File: src/rtl/axi_master_write_burst.sv
// rtl/axi_master_write_burst.sv - AXI write-channel burst master with write-data FIFO
//
// Accepts one burst command at a time (address, beats-1, ID), drains write
// beats from an internal show-ahead FIFO onto the W channel and returns the
// B response to the requester as a one-cycle pulse.
//
// Ports:
//   clk, rst                 clock, synchronous active-low reset
//   cmd_*                    burst command (valid/ready, addr, len = beats-1, id)
//   wd_*                     write beat push into the FIFO (ready = not full)
//   busy                     burst in flight
//   resp_valid, resp_code    registered completion pulse and response code
//   AW*_M, W*_M, B*_M        AXI master write channels
module axi_master_write_burst #(
  parameter int ID_BITS    = 4,
  parameter int ADDR_BITS  = 32,
  parameter int DATA_BITS  = 32,
  parameter int LEN_BITS   = 4,
  parameter int FIFO_DEPTH = 4,
  parameter int STRB_BITS  = DATA_BITS / 8
) (
  input  logic                 clk,
  input  logic                 rst,
  input  logic                 cmd_valid,
  output logic                 cmd_ready,
  input  logic [ADDR_BITS-1:0] cmd_addr,
  input  logic [LEN_BITS-1:0]  cmd_len,
  input  logic [ID_BITS-1:0]   cmd_id,
  input  logic                 wd_valid,
  output logic                 wd_ready,
  input  logic [DATA_BITS-1:0] wd_data,
  input  logic [STRB_BITS-1:0] wd_strb,
  output logic                 busy,
  output logic                 resp_valid,
  output logic [1:0]           resp_code,
  output logic [ID_BITS-1:0]   AWID_M,
  output logic [ADDR_BITS-1:0] AWADDR_M,
  output logic [LEN_BITS-1:0]  AWLEN_M,
  output logic [2:0]           AWSIZE_M,
  output logic [1:0]           AWBURST_M,
  output logic                 AWVALID_M,
  input  logic                 AWREADY_M,
  output logic [DATA_BITS-1:0] WDATA_M,
  output logic [STRB_BITS-1:0] WSTRB_M,
  output logic                 WLAST_M,
  output logic                 WVALID_M,
  input  logic                 WREADY_M,
  input  logic [ID_BITS-1:0]   BID_M,
  input  logic [1:0]           BRESP_M,
  input  logic                 BVALID_M,
  output logic                 BREADY_M
);

  localparam int PTR_BITS = $clog2(FIFO_DEPTH);
  localparam int CNT_BITS = PTR_BITS + 1;
  localparam int ENT_BITS = DATA_BITS + STRB_BITS;
  localparam logic [2:0] AX_SIZE = 3'($clog2(STRB_BITS));

  typedef enum logic [1:0] {S_IDLE, S_ADDR, S_DATA, S_RESP} state_t;

  state_t                state_q, state_d;
  logic [ADDR_BITS-1:0]  addr_q, addr_d;
  logic [LEN_BITS-1:0]   len_q, len_d;
  logic [ID_BITS-1:0]    id_q, id_d;
  logic [LEN_BITS-1:0]   beats_q, beats_d;
  logic                  resp_valid_q, resp_valid_d;
  logic [1:0]            resp_code_q, resp_code_d;

  logic [ENT_BITS-1:0]   mem_q [FIFO_DEPTH];
  logic [PTR_BITS-1:0]   wr_ptr_q, rd_ptr_q;
  logic [CNT_BITS-1:0]   count_q, count_d;
  logic                  fifo_full, fifo_empty, push, pop;
  logic [ENT_BITS-1:0]   head;

  // FIFO runs independently of the FSM so beats can be pre-filled in IDLE.
  assign fifo_full  = (count_q == CNT_BITS'(FIFO_DEPTH));
  assign fifo_empty = (count_q == '0);
  assign wd_ready   = ~fifo_full;
  assign push       = wd_valid & ~fifo_full;
  assign head       = mem_q[rd_ptr_q];

  always_comb begin
    count_d = count_q;
    if (push && !pop)      count_d = count_q + CNT_BITS'(1);
    else if (pop && !push) count_d = count_q - CNT_BITS'(1);
  end

  always_ff @(posedge clk) begin
    if (!rst) begin
      wr_ptr_q <= '0;
      rd_ptr_q <= '0;
      count_q  <= '0;
    end else begin
      if (push) wr_ptr_q <= wr_ptr_q + PTR_BITS'(1);
      if (pop)  rd_ptr_q <= rd_ptr_q + PTR_BITS'(1);
      count_q <= count_d;
    end
  end

  // Storage needs no reset: an entry is only read after it has been written.
  always_ff @(posedge clk) begin
    if (push) mem_q[wr_ptr_q] <= {wd_strb, wd_data};
  end

  always_comb begin
    state_d      = state_q;
    addr_d       = addr_q;
    len_d        = len_q;
    id_d         = id_q;
    beats_d      = beats_q;
    resp_valid_d = 1'b0;
    resp_code_d  = resp_code_q;
    cmd_ready    = 1'b0;
    AWVALID_M    = 1'b0;
    AWID_M       = '0;
    AWADDR_M     = '0;
    AWLEN_M      = '0;
    WVALID_M     = 1'b0;
    WLAST_M      = 1'b0;
    BREADY_M     = 1'b0;
    pop          = 1'b0;
    case (state_q)
      S_IDLE: begin
        cmd_ready = 1'b1;
        if (cmd_valid) begin
          addr_d  = cmd_addr;
          len_d   = cmd_len;
          id_d    = cmd_id;
          beats_d = cmd_len;
          state_d = S_ADDR;
        end
      end
      S_ADDR: begin
        AWVALID_M = 1'b1;
        AWID_M    = id_q;
        AWADDR_M  = addr_q;
        AWLEN_M   = len_q;
        if (AWREADY_M) state_d = S_DATA;
      end
      S_DATA: begin
        // An empty FIFO simply stalls the burst; the beat counter holds.
        WVALID_M = ~fifo_empty;
        WLAST_M  = ~fifo_empty & (beats_q == '0);
        pop      = ~fifo_empty & WREADY_M;
        if (pop) begin
          if (beats_q == '0) state_d = S_RESP;
          else               beats_d = beats_q - LEN_BITS'(1);
        end
      end
      S_RESP: begin
        BREADY_M = 1'b1;
        if (BVALID_M) begin
          resp_valid_d = 1'b1;
          // A response for a different ID is reported as SLVERR.
          resp_code_d  = (BID_M == id_q) ? BRESP_M : 2'b10;
          state_d      = S_IDLE;
        end
      end
      default: state_d = S_IDLE;
    endcase
  end

  always_ff @(posedge clk) begin
    if (!rst) begin
      state_q      <= S_IDLE;
      addr_q       <= '0;
      len_q        <= '0;
      id_q         <= '0;
      beats_q      <= '0;
      resp_valid_q <= 1'b0;
      resp_code_q  <= 2'b00;
    end else begin
      state_q      <= state_d;
      addr_q       <= addr_d;
      len_q        <= len_d;
      id_q         <= id_d;
      beats_q      <= beats_d;
      resp_valid_q <= resp_valid_d;
      resp_code_q  <= resp_code_d;
    end
  end

  // Data lines are forced to zero whenever no beat is offered.
  assign WDATA_M    = WVALID_M ? head[DATA_BITS-1:0] : '0;
  assign WSTRB_M    = WVALID_M ? head[ENT_BITS-1:DATA_BITS] : '0;
  assign AWSIZE_M   = AX_SIZE;
  assign AWBURST_M  = 2'b01;
  assign busy       = (state_q != S_IDLE);
  assign resp_valid = resp_valid_q;
  assign resp_code  = resp_code_q;

endmodule

File: config.mk
export PLATFORM = sky130hd
export DESIGN_NAME = axi_master_write_burst
export DESIGN_NICKNAME = d
export VERILOG_FILES = /design/src/rtl/axi_master_write_burst.sv
export SDC_FILE = /design/constraint.sdc
export NUM_CORES = 1
export LEC_CHECK = 0
export ABC_AREA = 1
export CAP_MARGIN = 20
export CORE_UTILIZATION = 55
export CTS_CLUSTER_SIZE = 25
export DETAILED_ROUTE_END_ITERATION = 10
export GPL_ROUTABILITY_DRIVEN = 0
export GPL_TIMING_DRIVEN = 0
export HOLD_SLACK_MARGIN = 0.15
export PLACE_DENSITY = 0.86
export REMOVE_ABC_BUFFERS = 1
export SLEW_MARGIN = 20
export SYNTH_ARGS = -nofsm -noshare
export SYNTH_HDL_FRONTEND = slang
export SYNTH_SLANG_ARGS = --single-unit
export TNS_END_PERCENT = 10
File: constraint.sdc
create_clock -name clk -period 5.7 [get_ports clk]
set_clock_uncertainty 0.1 [all_clocks]
set_input_delay 1.14 -clock clk [delete_from_list [all_inputs] [get_ports clk]]
set_output_delay 1.14 -clock clk [all_outputs]
set_load 0.05 [all_outputs]
* Yosys cells after proc, flatten, opt, wreduce, memory -nomap -nowiden *
Memory sizes are Yosys's and may differ from the RTL's. A register that Yosys moved wholly into a read port is not among the register bits.
Cells that the tools add are included.

storage, ports and cells
  bits of input ports = 89
  word-level logic and storage cells = 76
  bits in writable memories = 144
  output and inout bits = 91
  bits in registers = 56
  memories = 1
  memory bits (read-only) = 0
  bits in latches = 0

cells by class
  add/sub/neg operators = 5
  multiply operators = 0
  reductions and logical operators = 15
  shifts and indexed selects = 0
  muxes and demuxes = 29
  equal/unequal tests = 11
  order comparisons = 0
  div/mod/pow operators = 0
  bitwise logic cells = 5

memories
  memory  depth  width  rd ports  clocked after memory_dff  wr ports  line  source
  mem_q   4      36     1         1                         1         69    logic [ENT_BITS-1:0] mem_q [FIFO_DEPTH];

operator list
  operator                                                            count
  32-bit two-way mux                                                  2
  4-bit two-way mux                                                   6
  2-bit two-way mux                                                   8
  2-bit inequality test, second input constant                        6
  1-bit two-way mux                                                   9
  2-bit one-hot mux with 4 select lines                               1
  4-bit one-hot mux with 2 select lines                               1
  3-bit two-way mux                                                   2
  2-bit AND reduction                                                 3
  2-bit nonzero test                                                  3
  5-bit AND reduction                                                 1
  2-bit by 1-bit adder with 2-bit output, second input constant       2
  2-bit == test, second input constant                                2
  4-bit == test                                                       1
  4-bit zero test                                                     1
  4-bit AND reduction                                                 1
  4-bit by 1-bit subtractor with 4-bit output, second input constant  1
  3-bit by 1-bit adder with 3-bit output, second input constant       1
  1-bit bitwise AND                                                   3
  3-bit == test, second input constant                                1
  3-bit zero test                                                     1
  3-bit by 1-bit subtractor with 3-bit output, second input constant  1
  2-bit by 1-bit == test with 1-bit output, second input constant     1
  1-bit logical AND                                                   2
  3 further kinds                                                     5

* Depth between registers and ports, before layout *
Gate-level depths: netlist of run 1.

  depth in word-level cells = 7
  depth in mapped cells = 14
  gate-level depth less buffers = 13

* Worst setup path after synthesis of run 1 *
OpenSTA, ideal clock, no wires.

  path kind = input-to-reg
  start = input wd_valid
  end = memory mem_q[0][0] in the netlist's numbering (enable)
  data required time = 5.171 ns
  buffers on the path = 0
  setup time = 0.429 ns
  arrival = 2.798 ns
  slack = 2.373 ns
  stages = 2
  cells stage by stage = nand2_2 > nor2_1

on the way
  word-level cells in the longest chain between the ends = 3

RTL lines
  element                                  line  source
  start, declared                          29    input logic wd_valid,
  1-bit bitwise AND                        79    assign push = wd_valid & ~fifo_full;
  1-bit two-way mux                        102   if (push) mem_q[wr_ptr_q] <= {wd_strb, wd_data};
  1-bit two-way mux (implied by the code)  102
  end, declared                            69

No other way between the ends.

* Worst setup path after layout of run 1 *
  start = register state_q[0]
  end = output WDATA_M[22]

on the way
  word-level cells in the longest chain between the ends = 3

RTL lines
  element                 line  source
  start, declared         61    state_t state_q, state_d;
  start signal, assigned  173   state_q <= state_d;
  2-bit == test           122   case (state_q)
  1-bit two-way mux       122
  32-bit two-way mux      184   assign WDATA_M = WVALID_M ? head[DATA_BITS-1:0] : '0;
  end, declared           43    output logic [DATA_BITS-1:0] WDATA_M,

No other way between the ends.

==> flow_metrics.env, run 1 <==
export IMPL_num_fill_cells=963
export IMPL_end_kind="primary output"
export IMPL_use_met3_pct=5.947
export IMPL_grt_busiest_layer="met2"
export IMPL_power_share_clock_pct=26.9
export IMPL_drive_gt1_share_pct=5.550
export IMPL_start_util_pct=57.34
export IMPL_routed_wl_mm=18.90
export IMPL_num_rows=44
export IMPL_ys_seq_area_share_pct=64.84
export IMPL_boundaryPins=180
export IMPL_hp_class="reg -> reg"
export IMPL_dr_pass1_iters=4
export IMPL_finalWorstSetupSlack_ns=1.591
export IMPL_vias_per_cell=5.230
export IMPL_nets=1115
export IMPL_syn_to_final_growth_pct=29.86
export IMPL_finalSetupViolations=0
export IMPL_worstPathMaxFanout=36
export IMPL_syn_inst=858
export IMPL_place_ws_ns=2.046
export IMPL_gr_total_overflow=0
export IMPL_status="finished, final reports clean"
export IMPL_synth_cell_types=27
export IMPL_switching_share_pct=34.68
export IMPL_synth_cell_area_um2=8459
export IMPL_die_area_um2=15880
export IMPL_cts_buffers=21
export IMPL_clk_path_buf_depth=3
export IMPL_post_drt_wl_per_cell_um=15.60
export IMPL_htreeDepth=1
export IMPL_path_class="reg -> out"
export IMPL_synth_edff_count=144
export IMPL_ys_dominant_reg_cell="edfxtp_1"
export IMPL_cts_root_buf="clkbuf_16"
export IMPL_final_max_slew_viol_count=0
export IMPL_hpwl_mm=11.81
export IMPL_vias=6333
export IMPL_crit_path_end="WDATA_M[22]"
export IMPL_reg2reg_slack_ns=3.33
export IMPL_use_met1_pct=28.32
export IMPL_die_w_um=126.0
export IMPL_clk_pin_slew_ns=0.06
export IMPL_cp_required_ns=4.46
export IMPL_coreArea_um2=14750
export IMPL_relSlewSlack_pct=50.08
export IMPL_synth_seq_cells=202
export IMPL_grt_pass1_wl_mm=30.04
export IMPL_finalHoldViolCount=0
export IMPL_dpl_cell_area_um2=10370
export IMPL_p_leak_nw=4.335
export IMPL_track_usage_pct=23.80
export IMPL_holdBufCountCts=0
export IMPL_met2_usage_pct=42.80
export IMPL_r2r_start="state_q[0]$_SDFFE_PN0P_"
export IMPL_p_per_area_nw_per_um2=414.1
export IMPL_synth_async_reset_ratio_pct=0
export IMPL_drc=0
export IMPL_seq_power_share_pct=41.6
export IMPL_grt_max_degree=73
export IMPL_yosys_top_cells_count="nor2_1, edfxtp_1, inv_1, o21ai_0, nand2_1"
export IMPL_tritoncts="built"
export IMPL_tightest_slew_ns=0.7471
export IMPL_cts_setup_buffers=0
export IMPL_startpoint_type="register"
export IMPL_stdcell_area_um2=10990
export IMPL_clock_latency_ns=0.47
export IMPL_num_antenna_cells=0
export IMPL_drv_cap=0
export IMPL_yosysTopAreaCell="edfxtp_1"
export IMPL_p_int_w=0.002972
export IMPL_fmax_ghz=0.2434
export IMPL_min_period_ns=4.109
export IMPL_avgSynthCellArea_um2=9.859
export IMPL_antenna_found_initial=0
export IMPL_r2r_cells=10
export IMPL_portBuffers=174
export IMPL_p_sw_w=0.001578
export IMPL_comb_power_share_pct=31.5
export IMPL_drtIter0Drc=387
export IMPL_synth_top_area_share_pct=51.12
export IMPL_critical_path_arrival_ns=2.87
export IMPL_detail_route_antenna_nets=0
export IMPL_first_global_vias=6229
export IMPL_critPathLaunch="state_q[0]$_SDFFE_PN0P_"
export IMPL_yosys_warnings=0
export IMPL_synth_most_common_cell="nor2_1"
export IMPL_timing_final_crit_share_pct=72.08
export IMPL_utilization_pct=74.46
export IMPL_rr_endpoint="count_q[1]$_SDFFE_PN0P_"
export IMPL_synthTopCellsByArea="edfxtp_1, dfxtp_1, nor2_1"
export IMPL_die_h_um=126.0
export IMPL_cts_sink_count=202
export IMPL_post_cts_resized=0
export IMPL_rsz0062_at_grt="no"
export IMPL_ir_worst_vdd_mv=0.2444
==> flip-flops by register name (all words and copies together), names as in the netlist, named ones only <==
signal      cells
len_q           4
mem_q         144
resp_code       2
addr_q         32
state_q         2
count_q         3
id_q            4
wr_ptr_q        2
resp_valid      1
beats_q         4
rd_ptr_q        2
==> kinds of logic after synthesis <==
logic type / Yosys count / synth area share (%)
xor+xnor: 5 / 0.5177
buf+inv: 128 / 6.981
other cells: 2 / 0.08878
flops: 202 / 64.84
fa+ha+maj: 11 / 1.716
compound gates: 169 / 9.999
simple gates: 341 / 15.86
==> how the worst min path moves through the flow <==
stage,from,end,depth (start not counted),slack [ns]
6_report,rd_ptr_q[1]$_SDFFE_PN0P_,register,2,0.36
2_1_floorplan,rd_ptr_q[1]$_SDFFE_PN0P_,register,2,0.34
4_1_cts,rd_ptr_q[1]$_SDFFE_PN0P_,register,2,0.37
3_3_place_gp,rd_ptr_q[1]$_SDFFE_PN0P_,rd_ptr_q[1]$_SDFFE_PN0P_,2,0.36
3_5_place_dp,rd_ptr_q[1]$_SDFFE_PN0P_,register,2,0.35
5_1_grt,addr_q[4]$_SDFFE_PN0P_,addr_q[4]$_SDFFE_PN0P_,2,0.40
==> worst max-delay path, cell delays in order (launching register included) <==
cell and delay (ns):
dfxtp_1 0.34, inv_1 0.09, ha_1 0.40, inv_4 0.12, nor2_8 0.16, inv_4 0.18, a21oi_1 0.25, clkdlybuf4s50_1 0.84
==> power by group through the flow <==
stage	Combinational [W]	Clock, W	Sequential (W)
final	0.00143	0.00122	0.00189
after global routing	0.00156	0.00130	0.00192
after global placement	0.00134	0	0.00193
after floorplan	0.000928	0	0.00191
after CTS	0.00144	0.00125	0.00189
after detailed placement	0.00143	0	0.00192
==> cells in the final DEF, fill, tap and decap left out, drive strengths merged, types with 6 or more instances in the layout <==
cell type / n
nand4: 6
buf: 9
o21ai: 123
clkinv: 10
dfxtp: 58
clkbuf: 23
edfxtp: 144
clkdlybuf4s50: 173
inv: 77
nand2: 73
nor2: 254
a21oi: 46
nand3: 6
ha: 10
==> final cells by class <==
class	instances	area, µm²	share of cell area [%]
Sequential cell	202	5490	49.98
Multi-Input combinational cell	531	2430	22.12
Timing Repair Buffer	182	1927	17.54
Clock buffer	23	533.0	4.852
Inverter	77	299.0	2.722
Tap cell	184	230.2	2.096
Clock inverter	12	76.32	0.6948
==> stage by stage <==
stage / setup TNS [ns] / total power (W) / hold slack (ns) / std cells
after floorplan: 0 / 0.002841 / 0.3356 / 810
after global placement: -7.233 / 0.003272 / 0.3581 / 1168
after detailed placement: 0 / 0.003353 / 0.3500 / 1176
after CTS: 0 / 0.004581 / 0.3716 / 1211
after global routing: 0 / 0.004782 / 0.4013 / 1211
final: 0 / 0.004549 / 0.3641 / 1211
==> metal layers <==
layer	routed length (µm)	share of wire (%)	vias to the layer above
li1	-	-	3128
met5	0	0	-
met3	1728	9.1	31
met2	9223	49	270
met4	384	2.0	0
met1	7560	40	2904
(Power assumes the default switching activity.)
==> run 2, diff against run 1 <==
- CORE_UTILIZATION: 55 -> 51
- PLACE_DENSITY: 0.86 -> 0.81
- clock period: 5.7 -> 4 ns (I/O delays scaled with it)
==> run 2 against run 1 <==
  * Worst hold slack improved by 0.0029 ns
  * Sequential power increased by 42%
  * Routed wire length is 1.1% lower
  * Die area grew 7.7%
  * Global-route usage is 2.0 points lower
==> flow_metrics.env, run 2 (synthesized netlist as in run 1, its figures left out) <==
export IMPL_cts_setup_buffers=0
export IMPL_clk_path_buf_depth=3
export IMPL_die_w_um=130.8
export IMPL_finalSetupViolations=0
export IMPL_portBuffers=174
export IMPL_critPathMaxStageDelay_ns=0.83
export IMPL_post_drt_wl_per_cell_um=15.02
export IMPL_register_area_um2=5490
export IMPL_layout_common_cells="nor2_1, clkdlybuf4s50_1, edfxtp_1"
export IMPL_cts_root_buf="clkbuf_16"
export IMPL_path_delay_family="buffers and inverters"
export IMPL_min_period_ns=3.807
export IMPL_start_util_pct=52.68
export IMPL_top_regs="mem_q x144, addr_q x32"
export IMPL_use_met1_pct=25.01
export IMPL_hp_class="reg -> reg"
export IMPL_layout_commonest_cell="nor2_1"
export IMPL_met2_usage_pct=39.84
export IMPL_fmax_ghz=0.2626
export IMPL_clk_pin_slew_ns=0.06
export IMPL_path_class="reg -> out"
export IMPL_num_rows=46
export IMPL_drive_gt1_share_pct=5.539
export IMPL_vias=6282
export IMPL_drc=0
export IMPL_status="finished, final reports clean"
export IMPL_timing_final_crit_share_pct=95.19
export IMPL_boundaryPins=180
export IMPL_use_met3_pct=6.881
export IMPL_die_area_um2=17110
export IMPL_grt_max_degree=73
export IMPL_drv_cap=0
export IMPL_holdBufCountCts=0
export IMPL_syn_to_final_growth_pct=30.40
export IMPL_vias_per_cell=5.046
export IMPL_antenna_found_initial=0
export IMPL_nets=1115
export IMPL_hold_slack_ns=0.3670
export IMPL_worstPathMaxFanout=72
export IMPL_ir_worst_vdd_mv=0.3606
export IMPL_die_h_um=130.8
export IMPL_critical_path_arrival_ns=2.91
export IMPL_track_usage_pct=21.82
export IMPL_grt_busiest_layer="met2"
export IMPL_cp_num_buf_inv=3
export IMPL_r2r_start="state_q[0]$_SDFFE_PN0P_"
export IMPL_relSlewSlack_pct=51.99
export IMPL_coreArea_um2=16060
export IMPL_final_max_slew_viol_count=0
export IMPL_num_fill_cells=1205
export IMPL_utilization_pct=68.69
export IMPL_holdPathStages=2
export IMPL_end_kind="primary output"
export IMPL_tritoncts="built"
export IMPL_r2r_cells=10
export IMPL_regMostFlops="mem_q"
export IMPL_rr_endpoint="count_q[1]$_SDFFE_PN0P_"
export IMPL_first_global_vias=6018
export IMPL_crit_chain="buf_16 > inv_4 > o21ai_0 > a21oi_1 > clkdlybuf4s50_1"
export IMPL_hp_start="rd_ptr_q[0]$_SDFFE_PN0P_"
export IMPL_clock_latency_ns=0.48
export IMPL_cts_buffers=21
export IMPL_hpwl_mm=11.78
export IMPL_rsz0062_at_grt="no"
export IMPL_num_antenna_cells=0
export IMPL_drtIter0Drc=488
export IMPL_startpoint_type="register"
export IMPL_grt_pass1_wl_mm=28.82
export IMPL_cts_sink_count=202
export IMPL_tightest_slew_ns=0.7201
export IMPL_p_per_area_nw_per_um2=587.7
export IMPL_dr_pass1_iters=4
export IMPL_p_leak_nw=4.339
export IMPL_routed_wl_mm=18.70
export IMPL_detail_route_antenna_nets=0
export IMPL_largest_reg_flops=144
export IMPL_htreeDepth=1
export IMPL_setup_tns_ns=0
export IMPL_multi_input_area_um2=2430
export IMPL_finalHoldViolCount=0
export IMPL_gr_total_overflow=0
export IMPL_post_cts_resized=0
export IMPL_crit_slowest_cell="clkdlybuf4s50_1"
export IMPL_reg2reg_slack_ns=1.65
export IMPL_cp_required_ns=3.10
[run 2: cell count changes in the layout (fill, tap and decap cells not counted)]
| cell | change |
|---|---|
| clkbuf_1 | +9 |
| clkinvlp_4 | -1 |
| clkinv_2 | +1 |
| clkinv_1 | -7 |
[run 2: final cells by class]
class                      instances  share of cell area [%]
tap                              216                   2.450
sequential                       202                   49.77
inverter                          77                   2.711
multi-input combinational        531                   22.03
timing repair buffer             182                   17.47
clock inverter                     5                  0.4310
clock buffer                      32                   5.138
[run 2: worst max path at each step]
stage / startpoint / cells after the start / slack [ns] / end
3_3_place_gp: register / 4 / -1.63 / WDATA_M[31]
6_report: register / 5 / 0.19 / WDATA_M[15]
4_1_cts: register / 5 / 0.15 / WSTRB_M[1]
5_1_grt: register / 5 / 0.004 / WDATA_M[31]
2_1_floorplan: register / 3 / 0.25 / WDATA_M[31]
3_5_place_dp: register / 5 / 0.67 / WDATA_M[15]
[run 2: report_power, final]
| part | switching, W | internal, W | leakage (nW) |
|---|---|---|---|
| sequential | 0.000127 | 0.00255 | 1.80 |
| combinational | 0.00138 | 0.000668 | 2.24 |
| clock | 0.000718 | 0.00104 | 0.297 |
[run 2: metal layers]
metal,wire length (µm),vias to the layer above
met5,0,-
met4,189,0
met3,1853,21
met2,9322,226
met1,7332,2914
li1,-,3121
[run 2: tightest hold or removal path, cell delays in order (launching register included)]
cell and delay [ns]:
dfxtp_1 0.31, inv_1 0.06, a21oi_1 0.06
[run 2: through the flow]
| step | instances | total power, W | area, µm² | setup WS, ns |
|---|---|---|---|---|
| floorplan | 810 | 0.004049 | 8177 | 0.2550 |
| global placement | 1200 | 0.004677 | 10190 | -1.634 |
| detailed placement | 1208 | 0.004775 | 10420 | 0.6685 |
| CTS | 1245 | 0.006532 | 11030 | 0.1504 |
| global route | 1245 | 0.006852 | 11030 | 0.003581 |
| finish | 1245 | 0.006482 | 11030 | 0.1926 |
